## src/rtl/arc4_pkg.sv

```systemverilog
// Shared types and constants for the ARC4 datapath: sequencer states, phase
// codes and S-memory geometry.
package arc4_pkg;

  localparam int unsigned S_DEPTH = 256;
  localparam int unsigned S_AW    = 8;

  typedef enum logic [3:0] {
    StIdle,
    StInitGo,
    StInitWait,
    StKsaGo,
    StKsaWait,
    StPrgaGo,
    StPrgaWait,
    StDone,
    StErr
  } sched_state_t;

  typedef enum logic [1:0] {
    PhIdle = 2'd0,
    PhInit = 2'd1,
    PhKsa  = 2'd2,
    PhPrga = 2'd3
  } phase_t;

  function automatic phase_t state_phase(sched_state_t s);
    case (s)
      StInitGo, StInitWait: return PhInit;
      StKsaGo, StKsaWait:   return PhKsa;
      StPrgaGo, StPrgaWait: return PhPrga;
      default:              return PhIdle;
    endcase
  endfunction

endpackage

```

## src/rtl/arc4_sched_if.sv

```systemverilog
// Bundle of the sequencer's control handshakes, engine S-port requests and the
// muxed S-memory port. slave = the sequencer, master = wrapper plus engines.
interface arc4_sched_if #(
  parameter int unsigned KEY_W = 24
);
  import arc4_pkg::*;

  logic             en;
  logic             rdy;
  logic             err;
  logic             run_prga;
  logic [KEY_W-1:0] key;
  logic [KEY_W-1:0] key_q;
  phase_t           phase;

  logic init_en, init_rdy;
  logic ksa_en, ksa_rdy;
  logic prga_en, prga_rdy;

  logic [S_AW-1:0] init_addr, ksa_addr, prga_addr;
  logic [7:0]      init_wrdata, ksa_wrdata, prga_wrdata;
  logic            init_wren, ksa_wren, prga_wren;

  logic [S_AW-1:0] s_addr;
  logic [7:0]      s_wrdata;
  logic            s_wren;

  modport slave (
    input  en, run_prga, key, init_rdy, ksa_rdy, prga_rdy,
    input  init_addr, ksa_addr, prga_addr, init_wrdata, ksa_wrdata, prga_wrdata,
    input  init_wren, ksa_wren, prga_wren,
    output rdy, err, key_q, phase, init_en, ksa_en, prga_en, s_addr, s_wrdata, s_wren
  );

  modport master (
    output en, run_prga, key, init_rdy, ksa_rdy, prga_rdy,
    output init_addr, ksa_addr, prga_addr, init_wrdata, ksa_wrdata, prga_wrdata,
    output init_wren, ksa_wren, prga_wren,
    input  rdy, err, key_q, phase, init_en, ksa_en, prga_en, s_addr, s_wrdata, s_wren
  );

endinterface

```

## src/rtl/arc4_smem_mux.sv

```systemverilog
// 3:1 S-memory port mux selected by the active phase; idle phase drives a
// quiet port so no engine write can leak outside its own phase.
module arc4_smem_mux
  import arc4_pkg::*;
(
  input  phase_t          i_phase,
  input  logic [S_AW-1:0] i_init_addr,
  input  logic [7:0]      i_init_wrdata,
  input  logic            i_init_wren,
  input  logic [S_AW-1:0] i_ksa_addr,
  input  logic [7:0]      i_ksa_wrdata,
  input  logic            i_ksa_wren,
  input  logic [S_AW-1:0] i_prga_addr,
  input  logic [7:0]      i_prga_wrdata,
  input  logic            i_prga_wren,
  output logic [S_AW-1:0] o_addr,
  output logic [7:0]      o_wrdata,
  output logic            o_wren
);

  always_comb begin
    o_addr   = '0;
    o_wrdata = '0;
    o_wren   = 1'b0;
    unique case (i_phase)
      PhInit: begin
        o_addr   = i_init_addr;
        o_wrdata = i_init_wrdata;
        o_wren   = i_init_wren;
      end
      PhKsa: begin
        o_addr   = i_ksa_addr;
        o_wrdata = i_ksa_wrdata;
        o_wren   = i_ksa_wren;
      end
      PhPrga: begin
        o_addr   = i_prga_addr;
        o_wrdata = i_prga_wrdata;
        o_wren   = i_prga_wren;
      end
      default: ;
    endcase
  end

endmodule

```

## src/rtl/arc4_sched.sv

```systemverilog
// ARC4 top-level sequencer: runs init, KSA and optional PRGA engines in order
// with a per-phase watchdog, and owns the single S-memory port.
module arc4_sched
  import arc4_pkg::*;
#(
  parameter int unsigned TIMEOUT = 4096,
  parameter int unsigned KEY_W   = 24
) (
  input logic         clk,
  input logic         rst,
  arc4_sched_if.slave bus
);

  localparam int unsigned WdW = $clog2(TIMEOUT) + 1;

  sched_state_t     r_state, w_state_nxt;
  phase_t           r_phase;
  logic             r_err, r_run_prga, r_busy_seen;
  logic [KEY_W-1:0] r_key;
  logic [WdW-1:0]   r_wdog;
  logic             w_accept, w_expired, w_eng_rdy, w_in_go, w_in_wait;

  always_comb begin
    w_eng_rdy = 1'b0;
    w_in_go   = 1'b0;
    w_in_wait = 1'b0;
    unique case (r_state)
      StInitGo:   begin w_eng_rdy = bus.init_rdy; w_in_go   = 1'b1; end
      StInitWait: begin w_eng_rdy = bus.init_rdy; w_in_wait = 1'b1; end
      StKsaGo:    begin w_eng_rdy = bus.ksa_rdy;  w_in_go   = 1'b1; end
      StKsaWait:  begin w_eng_rdy = bus.ksa_rdy;  w_in_wait = 1'b1; end
      StPrgaGo:   begin w_eng_rdy = bus.prga_rdy; w_in_go   = 1'b1; end
      StPrgaWait: begin w_eng_rdy = bus.prga_rdy; w_in_wait = 1'b1; end
      default: ;
    endcase
  end

  assign w_accept  = (r_state inside {StIdle, StDone, StErr}) && bus.en;
  // >= rather than ==: a GO->WAIT step taken at TIMEOUT-1 lands one past it.
  assign w_expired = (r_wdog >= WdW'(TIMEOUT - 1));

  always_ff @(posedge clk) begin
    if (rst) begin
      r_state <= StIdle;
      r_phase <= PhIdle;
    end else begin
      r_state <= w_state_nxt;
      r_phase <= state_phase(w_state_nxt);
    end
  end

  always_comb begin
    w_state_nxt = r_state;
    unique case (r_state)
      StIdle, StDone, StErr: if (bus.en) w_state_nxt = StInitGo;
      StInitGo, StKsaGo, StPrgaGo: begin
        if (w_eng_rdy)      w_state_nxt = sched_state_t'(r_state + 4'd1);
        else if (w_expired) w_state_nxt = StErr;
      end
      StInitWait: begin
        if (w_eng_rdy && r_busy_seen) w_state_nxt = StKsaGo;
        else if (w_expired)           w_state_nxt = StErr;
      end
      StKsaWait: begin
        if (w_eng_rdy && r_busy_seen) w_state_nxt = r_run_prga ? StPrgaGo : StDone;
        else if (w_expired)           w_state_nxt = StErr;
      end
      StPrgaWait: begin
        if (w_eng_rdy && r_busy_seen) w_state_nxt = StDone;
        else if (w_expired)           w_state_nxt = StErr;
      end
      default: w_state_nxt = StIdle;
    endcase
  end

  always_ff @(posedge clk) begin
    if (rst) begin
      r_key       <= '0;
      r_run_prga  <= 1'b0;
      r_err       <= 1'b0;
      r_wdog      <= '0;
      r_busy_seen <= 1'b0;
    end else begin
      if (w_accept) begin
        r_key      <= bus.key;
        r_run_prga <= bus.run_prga;
      end
      if (w_accept)                   r_err <= 1'b0;
      else if (w_state_nxt == StErr)  r_err <= 1'b1;
      if ((w_state_nxt != r_state) && (w_state_nxt inside {StInitGo, StKsaGo, StPrgaGo}))
        r_wdog <= '0;
      else if (w_in_go || w_in_wait)
        r_wdog <= r_wdog + 1'b1;
      if (w_in_go)                      r_busy_seen <= 1'b0;
      else if (w_in_wait && !w_eng_rdy) r_busy_seen <= 1'b1;
    end
  end

  always_comb begin
    bus.init_en = (r_state == StInitGo) && bus.init_rdy;
    bus.ksa_en  = (r_state == StKsaGo)  && bus.ksa_rdy;
    bus.prga_en = (r_state == StPrgaGo) && bus.prga_rdy;
    bus.rdy     = r_state inside {StIdle, StDone, StErr};
  end

  assign bus.err   = r_err;
  assign bus.phase = r_phase;
  assign bus.key_q = r_key;

  arc4_smem_mux u_smem_mux (
    .i_phase       (r_phase),
    .i_init_addr   (bus.init_addr),
    .i_init_wrdata (bus.init_wrdata),
    .i_init_wren   (bus.init_wren),
    .i_ksa_addr    (bus.ksa_addr),
    .i_ksa_wrdata  (bus.ksa_wrdata),
    .i_ksa_wren    (bus.ksa_wren),
    .i_prga_addr   (bus.prga_addr),
    .i_prga_wrdata (bus.prga_wrdata),
    .i_prga_wren   (bus.prga_wren),
    .o_addr        (bus.s_addr),
    .o_wrdata      (bus.s_wrdata),
    .o_wren        (bus.s_wren)
  );

endmodule

```

## src/flat_wrapper.sv

```systemverilog
// flat-port wrapper written by rule: the top's interface ports become plain ports
module arc4_sched_flat import arc4_pkg::*;
#(
  parameter int unsigned TIMEOUT = 4096,
  parameter int unsigned KEY_W   = 24
)
  (clk, rst, bus_en, bus_run_prga, bus_key, bus_init_rdy, bus_ksa_rdy, bus_prga_rdy, bus_init_addr, bus_ksa_addr, bus_prga_addr, bus_init_wrdata, bus_ksa_wrdata, bus_prga_wrdata, bus_init_wren, bus_ksa_wren, bus_prga_wren, bus_rdy, bus_err, bus_key_q, bus_phase, bus_init_en, bus_ksa_en, bus_prga_en, bus_s_addr, bus_s_wrdata, bus_s_wren);
  arc4_sched_if #(.KEY_W(KEY_W)) bus_i ();
  input logic clk;
  input logic rst;
  input wire logic [$bits(bus_i.en)-1:0] bus_en;
  input wire logic [$bits(bus_i.run_prga)-1:0] bus_run_prga;
  input wire logic [$bits(bus_i.key)-1:0] bus_key;
  input wire logic [$bits(bus_i.init_rdy)-1:0] bus_init_rdy;
  input wire logic [$bits(bus_i.ksa_rdy)-1:0] bus_ksa_rdy;
  input wire logic [$bits(bus_i.prga_rdy)-1:0] bus_prga_rdy;
  input wire logic [$bits(bus_i.init_addr)-1:0] bus_init_addr;
  input wire logic [$bits(bus_i.ksa_addr)-1:0] bus_ksa_addr;
  input wire logic [$bits(bus_i.prga_addr)-1:0] bus_prga_addr;
  input wire logic [$bits(bus_i.init_wrdata)-1:0] bus_init_wrdata;
  input wire logic [$bits(bus_i.ksa_wrdata)-1:0] bus_ksa_wrdata;
  input wire logic [$bits(bus_i.prga_wrdata)-1:0] bus_prga_wrdata;
  input wire logic [$bits(bus_i.init_wren)-1:0] bus_init_wren;
  input wire logic [$bits(bus_i.ksa_wren)-1:0] bus_ksa_wren;
  input wire logic [$bits(bus_i.prga_wren)-1:0] bus_prga_wren;
  output wire logic [$bits(bus_i.rdy)-1:0] bus_rdy;
  output wire logic [$bits(bus_i.err)-1:0] bus_err;
  output wire logic [$bits(bus_i.key_q)-1:0] bus_key_q;
  output wire logic [$bits(bus_i.phase)-1:0] bus_phase;
  output wire logic [$bits(bus_i.init_en)-1:0] bus_init_en;
  output wire logic [$bits(bus_i.ksa_en)-1:0] bus_ksa_en;
  output wire logic [$bits(bus_i.prga_en)-1:0] bus_prga_en;
  output wire logic [$bits(bus_i.s_addr)-1:0] bus_s_addr;
  output wire logic [$bits(bus_i.s_wrdata)-1:0] bus_s_wrdata;
  output wire logic [$bits(bus_i.s_wren)-1:0] bus_s_wren;
  assign bus_i.en = bus_en;
  assign bus_i.run_prga = bus_run_prga;
  assign bus_i.key = bus_key;
  assign bus_i.init_rdy = bus_init_rdy;
  assign bus_i.ksa_rdy = bus_ksa_rdy;
  assign bus_i.prga_rdy = bus_prga_rdy;
  assign bus_i.init_addr = bus_init_addr;
  assign bus_i.ksa_addr = bus_ksa_addr;
  assign bus_i.prga_addr = bus_prga_addr;
  assign bus_i.init_wrdata = bus_init_wrdata;
  assign bus_i.ksa_wrdata = bus_ksa_wrdata;
  assign bus_i.prga_wrdata = bus_prga_wrdata;
  assign bus_i.init_wren = bus_init_wren;
  assign bus_i.ksa_wren = bus_ksa_wren;
  assign bus_i.prga_wren = bus_prga_wren;
  assign bus_rdy = bus_i.rdy;
  assign bus_err = bus_i.err;
  assign bus_key_q = bus_i.key_q;
  assign bus_phase = bus_i.phase;
  assign bus_init_en = bus_i.init_en;
  assign bus_ksa_en = bus_i.ksa_en;
  assign bus_prga_en = bus_i.prga_en;
  assign bus_s_addr = bus_i.s_addr;
  assign bus_s_wrdata = bus_i.s_wrdata;
  assign bus_s_wren = bus_i.s_wren;
  arc4_sched #(.TIMEOUT(TIMEOUT), .KEY_W(KEY_W)) u_core (.clk(clk), .rst(rst), .bus(bus_i));
endmodule
```

## config.mk

```make
export PLATFORM = sky130hd
export DESIGN_NAME = arc4_sched_flat
export DESIGN_NICKNAME = d
export VERILOG_FILES = /design/src/rtl/arc4_pkg.sv /design/src/rtl/arc4_sched_if.sv /design/src/rtl/arc4_smem_mux.sv /design/src/rtl/arc4_sched.sv /design/src/flat_wrapper.sv
export SDC_FILE = /design/constraint.sdc
export NUM_CORES = 1
export LEC_CHECK = 0
export CORE_ASPECT_RATIO = 1.25
export CORE_MARGIN = 1
export CORE_UTILIZATION = 25
export DETAILED_ROUTE_END_ITERATION = 10
export GPL_ROUTABILITY_DRIVEN = 1
export GPL_TIMING_DRIVEN = 0
export PLACE_DENSITY = 0.61
export SLEW_MARGIN = 0
export SYNTH_ARGS = -nofsm -noshare
export SYNTH_HDL_FRONTEND = slang
export SYNTH_SLANG_ARGS = --single-unit
```

## constraint.sdc

```tcl
create_clock -name clk -period 8.07 [get_ports clk]
set_input_delay 1.2105 -clock clk [delete_from_list [all_inputs] [get_ports clk]]
set_output_delay 1.2105 -clock clk [all_outputs]
set_load 0.1 [all_outputs]
```

### Word-level counts from Yosys, hierarchy flattened

Cells that the tools add are included.

* register bits: 46
* input bits: 82

* add/sub/neg operators: 2
* $lt $le $gt $ge: 1
* equality and inequality tests: 19
* mux-type cells: 15
* reductions and logical operators: 24

Operators with widths (count)
* $pmux 8 s3: 2
* $eq 4x3->1 const B: 7
* $mux 4: 6
* $pmux 4 s5: 1
* $reduce_or 2->1: 9
* $eq 4x2->1 const B: 4
* $add 13x1->13 const B: 1
* $ge 13x12->1 const B: 1
* $reduce_or 3->1: 3
* $eq 4x1->1 const B: 2
* $eq 4x4->1 const B: 2
* $logic_and 1x1->1: 7
* $pmux 1 s3: 2
* $pmux 2 s3: 1
* $reduce_bool 3->1: 2
* $add 4x1->4 const B: 1
* $eq 2x2->1 const B: 2
* $logic_not 4->1: 1
* $ne 4x4->1: 1
* $eq 2x1->1 const B: 1
* $mux 1: 2
* $mux 2: 1
* $logic_not 1->1: 1
* $logic_or 1x1->1: 1

### Logic depth before layout (Yosys ltp)

* word-level depth: 10
* depth in mapped cells: 12
* depth with buffers taken out: 10

### Hierarchy

Synthesis repeated with hierarchy kept, for this count alone.

* cells, all modules: 352
* area, all modules: 2940.3 um^2

Modules (own cells, without submodules)
* arc4_sched: instances 1, cells an instance 311, area each 2486.1 um^2, seq. area each 920.9 um^2
* arc4_smem_mux: instances 1, cells an instance 41, area each 454.2 um^2, seq. area each 0.0 um^2

### Worst setup path after synthesis

No wires, ideal clock.

* path kind: register to output
* from: register u_core.r_phase[0] (netlist: u_core.bus.phase[0])
* to: output port bus_s_addr[1]
* arrival: 2.789 ns
* required time: 6.859 ns
* slack: 4.070 ns
* cell stages (with the launch flop): 6
* cell sequence: dfxtp_1 -> clkbuf_1 -> nor2b_1 -> clkbuf_1 -> clkbuf_1 -> a22o_1

* longest elaborated chain between the ends: 2
* elaborated cells on any way between the ends: 4

Ends and longest elaborated chain
* from (decl): RTL line arc4_sched.sv:17 `phase_t r_phase;`
* from (signal assigned): RTL line arc4_sched.sv:45 `r_phase <= PhIdle;`
* from (signal assigned): RTL line arc4_sched.sv:48 `r_phase <= state_phase(w_state_nxt);`
* $eq 2x2->1 or $eq 2x1->1 (tied branches): RTL line arc4_smem_mux.sv:25 `unique case (i_phase)`
* $pmux 8 s3 (*): RTL line arc4_smem_mux.sv:25
* to (decl): RTL line flat_wrapper.sv:33 `output wire logic [$bits(bus_i.s_addr)-1:0] bus_s_addr;`

Mark *: on every way between the ends. The rest lies on a longest branch, timed or not.

### Worst setup path in the final report

* from: register u_core.r_phase[0] (netlist: u_core.bus.phase[0])
* to: output port bus_s_wrdata[0]

* longest elaborated chain between the ends: 2
* elaborated cells on any way between the ends: 4

Ends and longest elaborated chain
* $eq 2x2->1 or $eq 2x1->1 (tied branches): RTL line arc4_smem_mux.sv:25
* $pmux 8 s3 (*): RTL line arc4_smem_mux.sv:25
* to (decl): RTL line flat_wrapper.sv:34 `output wire logic [$bits(bus_i.s_wrdata)-1:0] bus_s_wrdata;`

Marked as above.

==> impl_metrics.csv <==
group,metric,value,unit
run_status,status,"finished, final reports clean",
cts,cts_hold_buf,0,
cts,insertion_delay,290,ps
logic_synthesis,ys_top_cells_by_area,"dfxtp_1 36%, nand2_1 8.3%, mux2_2 7.4%, a21oi_1 6.8%, a22o_1 6.4%",
floorplan,row_count,41,
cts,clk_pin_slew,60,ps
logic_synthesis,yosysWarnings,0,
logic_synthesis,synthFlopType,"dfxtp_1",
worst_setup_path,crit_buf_inv,4,
final_layout,fillers,1041,
logic_synthesis,netlist.top_cell.by_area,"dfxtp_1",
timing,worst_slew_pin_slew,1010,ps
worst_setup_path,cp_max_fo,10,
floorplan,die_h,116,um
timing,fmax,218,MHz
final_layout,nets,542,
route,drt_iter0_drc,179,
timing,setup_violations,0,
worst_setup_path,cpPeakStageDelay,1140,ps
route,wl_per_cell,14.1,um
job,cap_violations,0,
logic_synthesis,syn_nets,407,
route,dr_total_vias,2779,
timing,final-max-slew-violation-count,0,
worst_setup_path,cp_cell_sequence,"clkbuf_1, nor2b_1, clkbuf_1, clkbuf_1, a22o_1, clkdlybuf4s50_1",
final_layout,drive_gt1_share,7.03,%
logic_synthesis,syn-cell-area,2580,um2
logic_synthesis,synth_commonest_cells,"57 x nand2_1, 46 x dfxtp_1, 35 x a21oi_1, 30 x nor2_1, 19 x a22o_1",
place,placement.io_buffers,128,
cts,cts.repair.resized,0,
logic_synthesis,netlist.area_leader.share,35.7,%
power,ir_worst_vdd,0.0000756,V
grt,grt_start_max_net_pins,14,
floorplan,coreArea,10100,um2
grt,grt_usage,15.5,%
logic_synthesis,async_reset_ff_share,0,%
logic_synthesis,postSynthCellCount,320,
place,gp_congestion,0.869,
cts,root_buffer,"clkbuf_16",
route,drc_errors,0,
timing,finalHoldViolCount,0,
logic_synthesis,yosysMostFrequentCell,"nand2_1",
route,ant_nets,0,
cts,cts_sinks,46,
cts,cts_tree,"built",
timing,period_needed,4590,ps
cts,htreeDepth,2,
floorplan,die_w,92.9,um
logic_synthesis,synth_edf_count,0,
power,p_total,778,uW
worst_setup_path,cp.arrival,3380,ps
worst_setup_path,crit_path_frequent_cell,"clkbuf_1",
timing,clock_skew,6.55,ps
floorplan,initial_utilization,25.7,%
route,routed_wl,8260,um
route,dr.pass1.iters,6,
worst_setup_path,critical_path.top_delay_family,"buffers and inverters",
timing,max_slew_margin,32.7,%
timing,setup_tns,0,ps
timing,rsz0062_at_grt,"no",
grt,grt_pass1_wl,13200,um
floorplan,die-area,10700,um2
floorplan,boundaryPins,130,
final_layout,syn2layout_area_growth,62.4,%
worst_setup_path,crit_slowest_cell,"clkdlybuf4s50_1",
worst_setup_path,cp.required,6860,ps
route,via_per_inst,4.76,
worst_setup_path,cp-start-kind,"register",
timing,fin_crit_sh,56.9,%
power,power_leakage,0.00151,uW
place,place_hpwl,6480,um
logic_synthesis,yosysUniqueCellTypes,48,
logic_synthesis,yosysSeqAreaShare,35.7,%
worst_hold_path,min_path_type,"reg2reg",
cts,postCtsSetupBuffers,0,
grt,grt_pass1_vias,2745,
worst_setup_path,cp-end-kind,"primary output",
worst_setup_path,worstSetupPathType,"reg2out",
grt,antenna_found_initial,0,
cts,clockBufferDepth,2,
logic_synthesis,ys_ff_latch,46,
power,power_density,185,nW/um2
logic_synthesis,syn_avg_cell_area,8.07,um2
grt,overflow,0,
final_layout,antenna_cells,0,
cts,cts_made_buffers,5,
path summary, 6_finish.rpt:
kind	start	to	slack [ps]	cells after the start
max	u_core.bus.phase[0]	bus_s_wrdata[0]	3480	6
min	u_core.r_run_prga	u_core.r_run_prga	450	2
max reg2reg	u_core.r_state[0]	u_core.r_wdog[12]	4470	11
min reg2reg	u_core.r_run_prga	u_core.r_run_prga	450	2
where the power goes:
group	switching, uW	internal, uW
logic	191	100
registers	8.18	239
clock network	86.8	153
worst reg2reg max path: stages (launching register included):
cell	delay (ps)
dfxtp_1	450
inv_1	160
ha_1	290
a22o_1	260
a222oi_1	790
buf_4	300
a21oi_1	100
a311oi_2	320
o22ai_1	140
a211oi_2	370
buf_4	250
nor2_1	60
cells by family after synthesis:
| group | after synthesis | share of synthesized area, % |
|---|---|---|
| multiplexers | 19 | 8.24 |
| buffers and inverters | 26 | 4.07 |
| AND/OR/NAND/NOR | 122 | 21.0 |
| adder cells (fa/ha/maj) | 5 | 2.42 |
| XOR/XNOR | 13 | 4.41 |
| AO/OA/AOI/OAI | 89 | 24.1 |
| flip-flops | 46 | 35.7 |
metrics by stage:
step                      utilization (%)  instance area (um2)  setup WS [ps]  std cells  hold WS (ps)
after detailed placement             40.0                 4020           3700        577           443
after floorplan                         -                 2580           4070        320           432
after global placement               40.0                 4020           3640        577           442
final                                41.7                 4190           3480        584           450
after CTS                            41.7                 4190           3390        584           452
after global routing                 41.7                 4190           3250        584           468
area by class of cell:
cell class	instances	area [um2]	share of cell area (%)
tap	129	161	3.85
clock buffer	6	139	3.31
inverter	7	26.3	0.627
timing repair buffer	128	1280	30.6
buffer	19	78.8	1.88
clock inverter	1	30.0	0.716
multi-input combinational	248	1560	37.1
sequential	46	921	22.0
flip-flops by register name, summed over array words and instances, names as in the netlist:
signal	cells
u_core.bus.key_q	24
u_core.r_wdog	13
u_core.r_state	4
u_core.bus.phase	2
u_core.bus.err	1
u_core.r_busy_seen	1
u_core.r_run_prga	1
cell usage in the layout (no fill, tap or decap), drive strengths merged, types with 7 or more instances in the layout:
master / instances
clkdlybuf4s50: 128
nand2: 57
dfxtp: 46
a21oi: 35
nor2: 30
clkbuf: 21
a22o: 19
mux2: 18
o21ai: 9
inv: 7
xor2: 7
routing by layer:
| layer | vias to the layer above | wire, um | track usage, % |
|---|---|---|---|
| li1 | 1401 | - | - |
| met1 | 1288 | 3370 | 17.9 |
| met2 | 81 | 4260 | 27.6 |
| met3 | 9 | 504 | 4.40 |
| met4 | 0 | 122 | 4.62 |
| met5 | - | 0 | 0 |
No activity file was read; power rests on OpenSTA's default activity.
